**config.mk**
```make
export PLATFORM = sky130hd
export DESIGN_NAME = stream_downsize_flat
export DESIGN_NICKNAME = d
export VERILOG_FILES = /design/src/rtl/stream_downsize_if.sv /design/src/rtl/stream_downsize.sv /design/src/flat_wrapper.sv
export SDC_FILE = /design/constraint.sdc
export NUM_CORES = 1
export LEC_CHECK = 0
export ABC_AREA = 1
export ABC_CLOCK_PERIOD_IN_PS = 1860
export CAP_MARGIN = 20
export CORE_AREA = 2 2 41 43
export CTS_CLUSTER_DIAMETER = 60
export DETAILED_ROUTE_END_ITERATION = 8
export DIE_AREA = 0 0 43 45
export PLACE_DENSITY_LB_ADDON = 0.2
export RECOVER_POWER = 25
export SLEW_MARGIN = 25
export SYNTH_ARGS = -nofsm -noshare
export SYNTH_HDL_FRONTEND = slang
export SYNTH_SLANG_ARGS = --single-unit
```
**constraint.sdc**
```tcl
create_clock -name clk -period 1.86 [get_ports clk]
set_clock_uncertainty 0.2 [all_clocks]
set_input_delay 0.186 -clock clk [delete_from_list [all_inputs] [get_ports clk]]
set_output_delay 0.186 -clock clk [all_outputs]
set_load 0.01 [all_outputs]
```
**src/rtl/stream_downsize_if.sv**
```systemverilog
// stream_downsize_if: wide-in / narrow-out stream bundle.
// slave is the downsizer side, master is the driver/sink side.
interface stream_downsize_if #(
    parameter int T_DATA_WIDTH = 4,
    parameter int T_DATA_RATIO = 2
);
    logic [T_DATA_WIDTH-1:0] s_data_i [T_DATA_RATIO-1:0];
    logic [T_DATA_RATIO-1:0] s_keep_i;
    logic                    s_last_i;
    logic                    s_valid_i;
    logic                    s_ready_o;
    logic [T_DATA_WIDTH-1:0] m_data_o;
    logic                    m_last_o;
    logic                    m_valid_o;
    logic                    m_ready_i;

    modport slave (
        input  s_data_i, s_keep_i, s_last_i, s_valid_i,
        output s_ready_o,
        output m_data_o, m_last_o, m_valid_o,
        input  m_ready_i
    );

    modport master (
        output s_data_i, s_keep_i, s_last_i, s_valid_i,
        input  s_ready_o,
        input  m_data_o, m_last_o, m_valid_o,
        output m_ready_i
    );
endinterface

```
**src/rtl/stream_downsize.sv**
```systemverilog
// stream_downsize: splits one wide word into kept narrow lanes,
// lowest lane first, one beat per cycle, no bubble between words.
module stream_downsize #(
    parameter int T_DATA_WIDTH = 4,
    parameter int T_DATA_RATIO = 2
) (
    input logic               clk,
    input logic               rst_n,
    stream_downsize_if.slave  bus
);
    localparam int W  = T_DATA_WIDTH;
    localparam int R  = T_DATA_RATIO;
    localparam int LW = (R > 1) ? $clog2(R) : 1;

    localparam logic [0:0] IDLE = 1'b0;
    localparam logic [0:0] SEND = 1'b1;

    localparam logic [R-1:0] ONE = R'(1);

    logic [0:0]   state_q, state_d;
    logic [W-1:0] data_q [R-1:0];
    logic [W-1:0] data_d [R-1:0];
    logic [R-1:0] rem_q, rem_d;
    logic         last_q, last_d;

    logic [LW-1:0] lane;
    logic [R-1:0]  low_bit;
    logic          single;
    logic          accept;
    logic          xfer;
    logic          sending;

    assign low_bit = rem_q & (~rem_q + ONE);
    assign single  = (rem_q != '0) && ((rem_q & (rem_q - ONE)) == '0);
    assign sending = rst_n && (state_q == SEND);

    // Index of the lowest pending lane.
    always_comb begin
        lane = '0;
        for (int i = R - 1; i >= 0; i--) begin
            if (rem_q[i]) begin
                lane = LW'(i);
            end
        end
    end

    assign bus.m_valid_o = sending;
    assign bus.m_data_o  = sending ? data_q[lane] : '0;
    assign bus.m_last_o  = sending && last_q && single;

    // Ready in IDLE, or on the final lane when it drains this cycle.
    always_comb begin
        bus.s_ready_o = 1'b0;
        if (rst_n) begin
            if (state_q == IDLE) begin
                bus.s_ready_o = 1'b1;
            end else begin
                bus.s_ready_o = bus.m_ready_i && single;
            end
        end
    end

    assign accept = bus.s_valid_i && bus.s_ready_o;
    assign xfer   = sending && bus.m_ready_i;

    // Drain the current lane; a new word overrides the final clear.
    always_comb begin
        data_d = data_q;
        rem_d  = rem_q;
        last_d = last_q;
        if (xfer) begin
            rem_d = rem_q & ~low_bit;
        end
        if (accept) begin
            data_d = bus.s_data_i;
            rem_d  = bus.s_keep_i;
            last_d = bus.s_last_i;
        end
        state_d = (rem_d != '0) ? SEND : IDLE;
    end

    // Word holding registers with synchronous active-low reset.
    always_ff @(posedge clk) begin
        if (!rst_n) begin
            state_q <= IDLE;
            data_q  <= '{default: '0};
            rem_q   <= '0;
            last_q  <= 1'b0;
        end else begin
            state_q <= state_d;
            data_q  <= data_d;
            rem_q   <= rem_d;
            last_q  <= last_d;
        end
    end
endmodule

```
**src/flat_wrapper.sv**
```systemverilog
// flat-port wrapper written by rule: the top's interface ports become plain ports
module stream_downsize_flat 
#(
    parameter int T_DATA_WIDTH = 4,
    parameter int T_DATA_RATIO = 2
)
  (clk, rst_n, bus_s_data_i, bus_s_keep_i, bus_s_last_i, bus_s_valid_i, bus_s_ready_o, bus_m_data_o, bus_m_last_o, bus_m_valid_o, bus_m_ready_i);
  stream_downsize_if #(.T_DATA_WIDTH(T_DATA_WIDTH), .T_DATA_RATIO(T_DATA_RATIO)) bus_i ();
  input logic clk;
  input logic rst_n;
  input wire logic [$bits(bus_i.s_data_i)-1:0] bus_s_data_i;
  input wire logic [$bits(bus_i.s_keep_i)-1:0] bus_s_keep_i;
  input wire logic [$bits(bus_i.s_last_i)-1:0] bus_s_last_i;
  input wire logic [$bits(bus_i.s_valid_i)-1:0] bus_s_valid_i;
  output wire logic [$bits(bus_i.s_ready_o)-1:0] bus_s_ready_o;
  output wire logic [$bits(bus_i.m_data_o)-1:0] bus_m_data_o;
  output wire logic [$bits(bus_i.m_last_o)-1:0] bus_m_last_o;
  output wire logic [$bits(bus_i.m_valid_o)-1:0] bus_m_valid_o;
  input wire logic [$bits(bus_i.m_ready_i)-1:0] bus_m_ready_i;
  assign bus_i.s_data_i = {>>{bus_s_data_i}};
  assign bus_i.s_keep_i = bus_s_keep_i;
  assign bus_i.s_last_i = bus_s_last_i;
  assign bus_i.s_valid_i = bus_s_valid_i;
  assign bus_s_ready_o = bus_i.s_ready_o;
  assign bus_m_data_o = bus_i.m_data_o;
  assign bus_m_last_o = bus_i.m_last_o;
  assign bus_m_valid_o = bus_i.m_valid_o;
  assign bus_i.m_ready_i = bus_m_ready_i;
  stream_downsize #(.T_DATA_WIDTH(T_DATA_WIDTH), .T_DATA_RATIO(T_DATA_RATIO)) u_core (.clk(clk), .rst_n(rst_n), .bus(bus_i));
endmodule
```
* After elaboration in Yosys (flattened, before gate mapping) *
Index checks and enable logic that the tools add are counted.

operators by class
  $add $sub $neg = 2
  $lt $le $gt $ge = 1
  mux-type cells = 10
  bitwise logic cells = 5
  reductions and logical operators = 10

operators by type and width
  operator                                                               count
  4-bit two-way mux                                                      3
  1-bit logical AND                                                      7
  2-bit AND                                                              3
  1-bit two-way mux                                                      5
  2-bit two-way mux                                                      2
  2-bit NOT                                                              2
  2-bit nonzero test                                                     2
  2-bit by 1-bit adder with 2-bit output (second input constant)         1
  2-bit zero test                                                        1
  1-bit by 2-bit < comparator with 1-bit output (second input constant)  1
  2-bit by 1-bit subtractor with 2-bit output (second input constant)    1

word-level totals
  flip-flop bits (word level) = 12
  input bits = 15
  output and inout bits = 7
  word-level logic and storage cells = 33

* Logic depth before layout (Yosys ltp) *
  word-level depth = 11
  depth in mapped cells = 10
  gate-level depth less buffers = 9

* Least setup slack after synthesis *
OpenSTA, ideal clock, no wires.

  path kind = flip-flop to flip-flop
  start = reg u_core.rem_q[0]
  end = reg u_core.state_q
  setup time = 58 ps
  arrival = 1217 ps
  data required time = 1602 ps
  setup slack = 385 ps
  stages on the path, launching flop included = 11
  buffers on the path = 1
  period minus slack after synthesis = 1475 ps
  cells stage by stage = dfxtp_1 > inv_1 > ha_1 > inv_1 > nand2_2 > nand2_2 > nand3_2 > buf_6 > nand2_2 > nand3_2 > nand2_1

on the way
  cells in the longest elaborated chain, start to end = 11
  elaborated cells between the ends (all ways) = 18
  those cells by class = 2 x add/sub; 5 x mux; 5 x bitwise; 6 x reduce/logical

RTL lines
  what                                         line                   text
  start, declared                              stream_downsize.sv:23  logic [R-1:0] rem_q, rem_d;
  start signal, assigned                       stream_downsize.sv:92  rem_q <= rem_d;
  2-bit by 1-bit subtractor with 2-bit output  stream_downsize.sv:34  assign single = (rem_q != '0) && ((rem_q & (rem_q - ONE)) == '0);
  2-bit AND                                    stream_downsize.sv:34
  2-bit zero test                              stream_downsize.sv:34
  1-bit logical AND                            stream_downsize.sv:34
  1-bit logical AND                            stream_downsize.sv:58  bus.s_ready_o = bus.m_ready_i && single;
  1-bit two-way mux                            stream_downsize.sv:55  if (state_q == IDLE) begin
  1-bit two-way mux                            stream_downsize.sv:54  if (rst_n) begin
  1-bit logical AND                            stream_downsize.sv:63  assign accept = bus.s_valid_i && bus.s_ready_o;
  2-bit two-way mux *                          stream_downsize.sv:74  if (accept) begin
  2-bit nonzero test *                         stream_downsize.sv:79  state_d = (rem_d != '0) ? SEND : IDLE;
  1-bit two-way mux *                          stream_downsize.sv:79
  end signal, assigned                         stream_downsize.sv:90  state_q <= state_d;
  end, declared                                stream_downsize.sv:20  logic [0:0] state_q, state_d;

Every way passes the cells marked *; elsewhere a longest branch is shown, timed or not.
A chain may end at the register's enable or synchronous reset.

* Worst setup path after layout *
  start = reg u_core.rem_q[1]
  end = out bus_m_last_o

on the way
  cells in the longest elaborated chain, start to end = 5
  elaborated cells between the ends (all ways) = 6
  those cells by class = 1 x add/sub; 1 x bitwise; 4 x reduce/logical

RTL lines
  what                                         line                   text
  2-bit by 1-bit subtractor with 2-bit output  stream_downsize.sv:34
  2-bit AND                                    stream_downsize.sv:34
  2-bit zero test                              stream_downsize.sv:34
  1-bit logical AND *                          stream_downsize.sv:34
  1-bit logical AND *                          stream_downsize.sv:49  assign bus.m_last_o = sending && last_q && single;
  end, declared                                flat_wrapper.sv:17     output wire logic [$bits(bus_i.m_last_o)-1:0] bus_m_last_o;

Marked as above.

==> results.py <==
metrics = {
    "run_status": {
        "status": "complete, no violations",
    },
    "synthesis": {
        "yosysTopAreaCell": "dfxtp_1",
        "yosys_warnings": 0,
        "synth_seq_area_share_pct": 40.7,
        "synth_top_area_share_pct": 40.7,
        "ys.flop_type": "dfxtp_1",
        "yosysUniqueCellTypes": 15,
        "synthMuxAreaShare_pct": 0,
        "synth_top_family_by_area": "simple AND/OR/NAND/NOR gates",
        "yosysMostFrequentCell": "nand2_1",
        "synth_compound_area_share_pct": 6.14,
        "synthTopCellsByArea": "dfxtp_1 41%, nand2_1 20%, nand3_1 7.6%, nand2_2 5.3%, nand3_2 5.1%",
        "synth-seq-cells": 12,
        "synth_area_um2": 591,
        "synth_commonest_cells": "31 x nand2_1, 12 x dfxtp_1, 9 x nand3_1, 8 x inv_1",
        "async_reset_ff_share_pct": 0,
        "synth_xor_area_share_pct": 0,
        "syn_nets": 100,
        "synth_edf_count": 0,
        "synthAdderAreaFrac_pct": 4.24,
        "syn_area_per_cell_um2": 7.12,
        "syn_inst": 83,
        "post_synth_and_or_nand_nor_area_fraction_pct": 39.4,
    },
    "critical_path": {
        "worstPathMaxFanout": 3,
        "cp_data_required_time_ns": 1.47,
        "arrival_ns": 1.37,
        "crit_type": "flip-flop to primary output",
        "start_kind": "flip-flop",
        "endpoint_kind": "primary output",
    },
    "placed_design": {
        "gp_congestion": 0.780,
        "dp_hpwl_um": 1120,
        "place_area_um2": 877,
        "io_buffers": 21,
    },
    "global_route": {
        "antenna_found_initial": 0,
        "globalRouteOverflowTotal": 0,
        "grt_use_total_pct": 17.9,
        "grt_pass1_vias": 575,
        "grt_pass1_wl_um": 2510,
        "grt_max_degree": 11,
    },
    "detailed_routing": {
        "drt-wirelength-per-cell_um": 10.8,
        "dr.pass1.iters": 3,
        "vias": 586,
        "ant_nets": 0,
        "post-route-drc-count": 0,
        "drt_iter0_drc": 5,
        "finalWirelength_um": 1420,
        "via_per_inst": 4.44,
    },
    "sta": {
        "fmax_ghz": 0.570,
        "min_period_ns": 1.76,
        "period_share_pct": 94.4,
        "hold_violations": 0,
        "final_max_slew_viol_count": 0,
        "rsz0062_at_grt": "false",
        "setup_viol": 0,
        "worst_pin_slew_ns": 0.208,
        "max-slew-margin-rel_pct": 86.1,
    },
    "clocking": {
        "cts_buffers": 3,
        "cts.sinks": 12,
        "ctsHoldBuffers": 0,
        "clock-root-buffer": "clkbuf_4",
        "clockBufferDepth": 2,
        "cts.htree.levels": 1,
        "tritoncts": "done",
        "clk-insertion-delay-late_ns": 0.28,
        "clk_pin_slew_ns": 0.08,
    },
    "power": {
        "p_per_area_mw_per_mm2": 730,
        "clkPwrFrac_pct": 33.2,
        "combPwrFrac_pct": 21.1,
        "power.internal_uw": 473,
        "vdd_drop_max_v": 0.000387,
        "power_frac_seq_pct": 45.7,
        "leakagePower_uw": 0.000461,
        "swShare_pct": 27.2,
        "netSwitchingPower_uw": 177,
    },
    "floorplanning": {
        "die-area_mm2": 0.00194,
        "die_x_um": 43,
        "num_rows": 14,
        "ios": 22,
        "die_height_um": 45,
        "start_util_pct": 40.1,
        "core_mm2": 0.00147,
    },
    "job": {
        "cap_violations": 0,
    },
    "cells_and_area": {
        "fin_area_um2": 891,
        "n_antenna_cell": 0,
        "final_nets": 134,
        "fin_util_pct": 60.5,
        "final_layout_size_suffix_gt1_share_pct": 26.7,
        "area.growth.synth_to_final_pct": 50.8,
        "final.fill_count": 150,
    },
    "min_path": {
        "hold_class": "primary input to flip-flop",
    },
}
metal layers:
layer | share of wire (%) | wire (um) | track usage (%) | vias up
met5 | 0 | 0 | 0 | -
met4 | 1.3 | 19 | 9.09 | 0
met3 | 4.9 | 70 | 5.20 | 2
met2 | 50 | 705 | 28.8 | 11
met1 | 44 | 624 | 22.0 | 247
li1 | - | - | - | 326
cell usage in the layout, fill, tap and decap left out:
master and instances:
nor2_1 1, clkdlybuf4s50_1 14, buf_4 9, nand3_1 10, dfxtp_2 1, inv_2 4, dfxtp_1 11, ha_2 1
clkdlybuf4s15_1 1, dlymetal6s2s_1 1, nand2_2 5, nand2_1 31, clkbuf_4 3, buf_2 1, inv_1 6, dlygate4sd2_1 1
nand3_2 2, ha_1 1, o21ai_0 1, clkbuf_2 4, a21oi_1 5, nand4_1 1, a31oi_1 1, clkbuf_8 1
worst paths after layout:
path	start	end	slack, ns	cells after the start
setup / recovery	u_core.rem_q[1]	bus_m_last_o	0.10	5
hold / removal	rst_n	u_core.last_q	0.19	4
setup reg to reg	u_core.rem_q[1]	u_core.data_q[7]	0.19	8
hold reg to reg	u_core.data_q[2]	u_core.data_q[2]	0.27	2
registers in the layout, indices dropped and copies added (netlist names):
name and count:
u_core.data_q 8, u_core.rem_q 2, u_core.state_q 1, u_core.last_q 1
power by group through the flow:
stage / logic (uW) / clock network, uW / registers (uW)
after global routing: 156 / 232 / 300
final: 137 / 216 / 297
after floorplan: 71.1 / 0 / 298
after CTS: 143 / 216 / 297
after global placement: 141 / 0 / 301
after detailed placement: 144 / 0 / 303
kinds of logic after synthesis:
| kind of cell | after synthesis |
|---|---|
| simple gates | 50 |
| flops | 12 |
| fa+ha+maj | 2 |
| compound gates | 7 |
| buf+inv | 12 |
critical path, cell delays in order, from the launching register on:
cell and delay [ns]:
dfxtp_1 0.36, ha_2 0.28, inv_2 0.07, nand2_1 0.04, nor2_1 0.08, clkdlybuf4s15_1 0.25
through the flow:
stage          power, uW  setup WS, ns  std cells  setup TNS, ns  hold WS, ns
2_1_floorplan        369         0.385         83              0       0.0965
4_1_cts              655       0.00866        132              0        0.243
3_3_place_gp         442       -0.0484        128         -0.162        0.253
5_1_grt              688        0.0159        132              0        0.246
3_5_place_dp         446       -0.0862        128         -0.313        0.266
6_report             650         0.105        132              0        0.194
what timing repair did:
item / CTS / global route
setup buffers: 0 / 0
resized for setup: 11 / 10
setup endpoints to repair: 6 / 7
final cells by class:
type | instances | area, um^2 | share of cell area [%]
well taps | 16 | 20.0 | 2.25
repair buffers | 31 | 264 | 29.6
clock buffers | 4 | 36.3 | 4.07
multi-input cells | 59 | 292 | 32.7
inverters | 10 | 37.5 | 4.21
flip-flops and latches | 12 | 241 | 27.1
(Power assumes the default switching activity.)
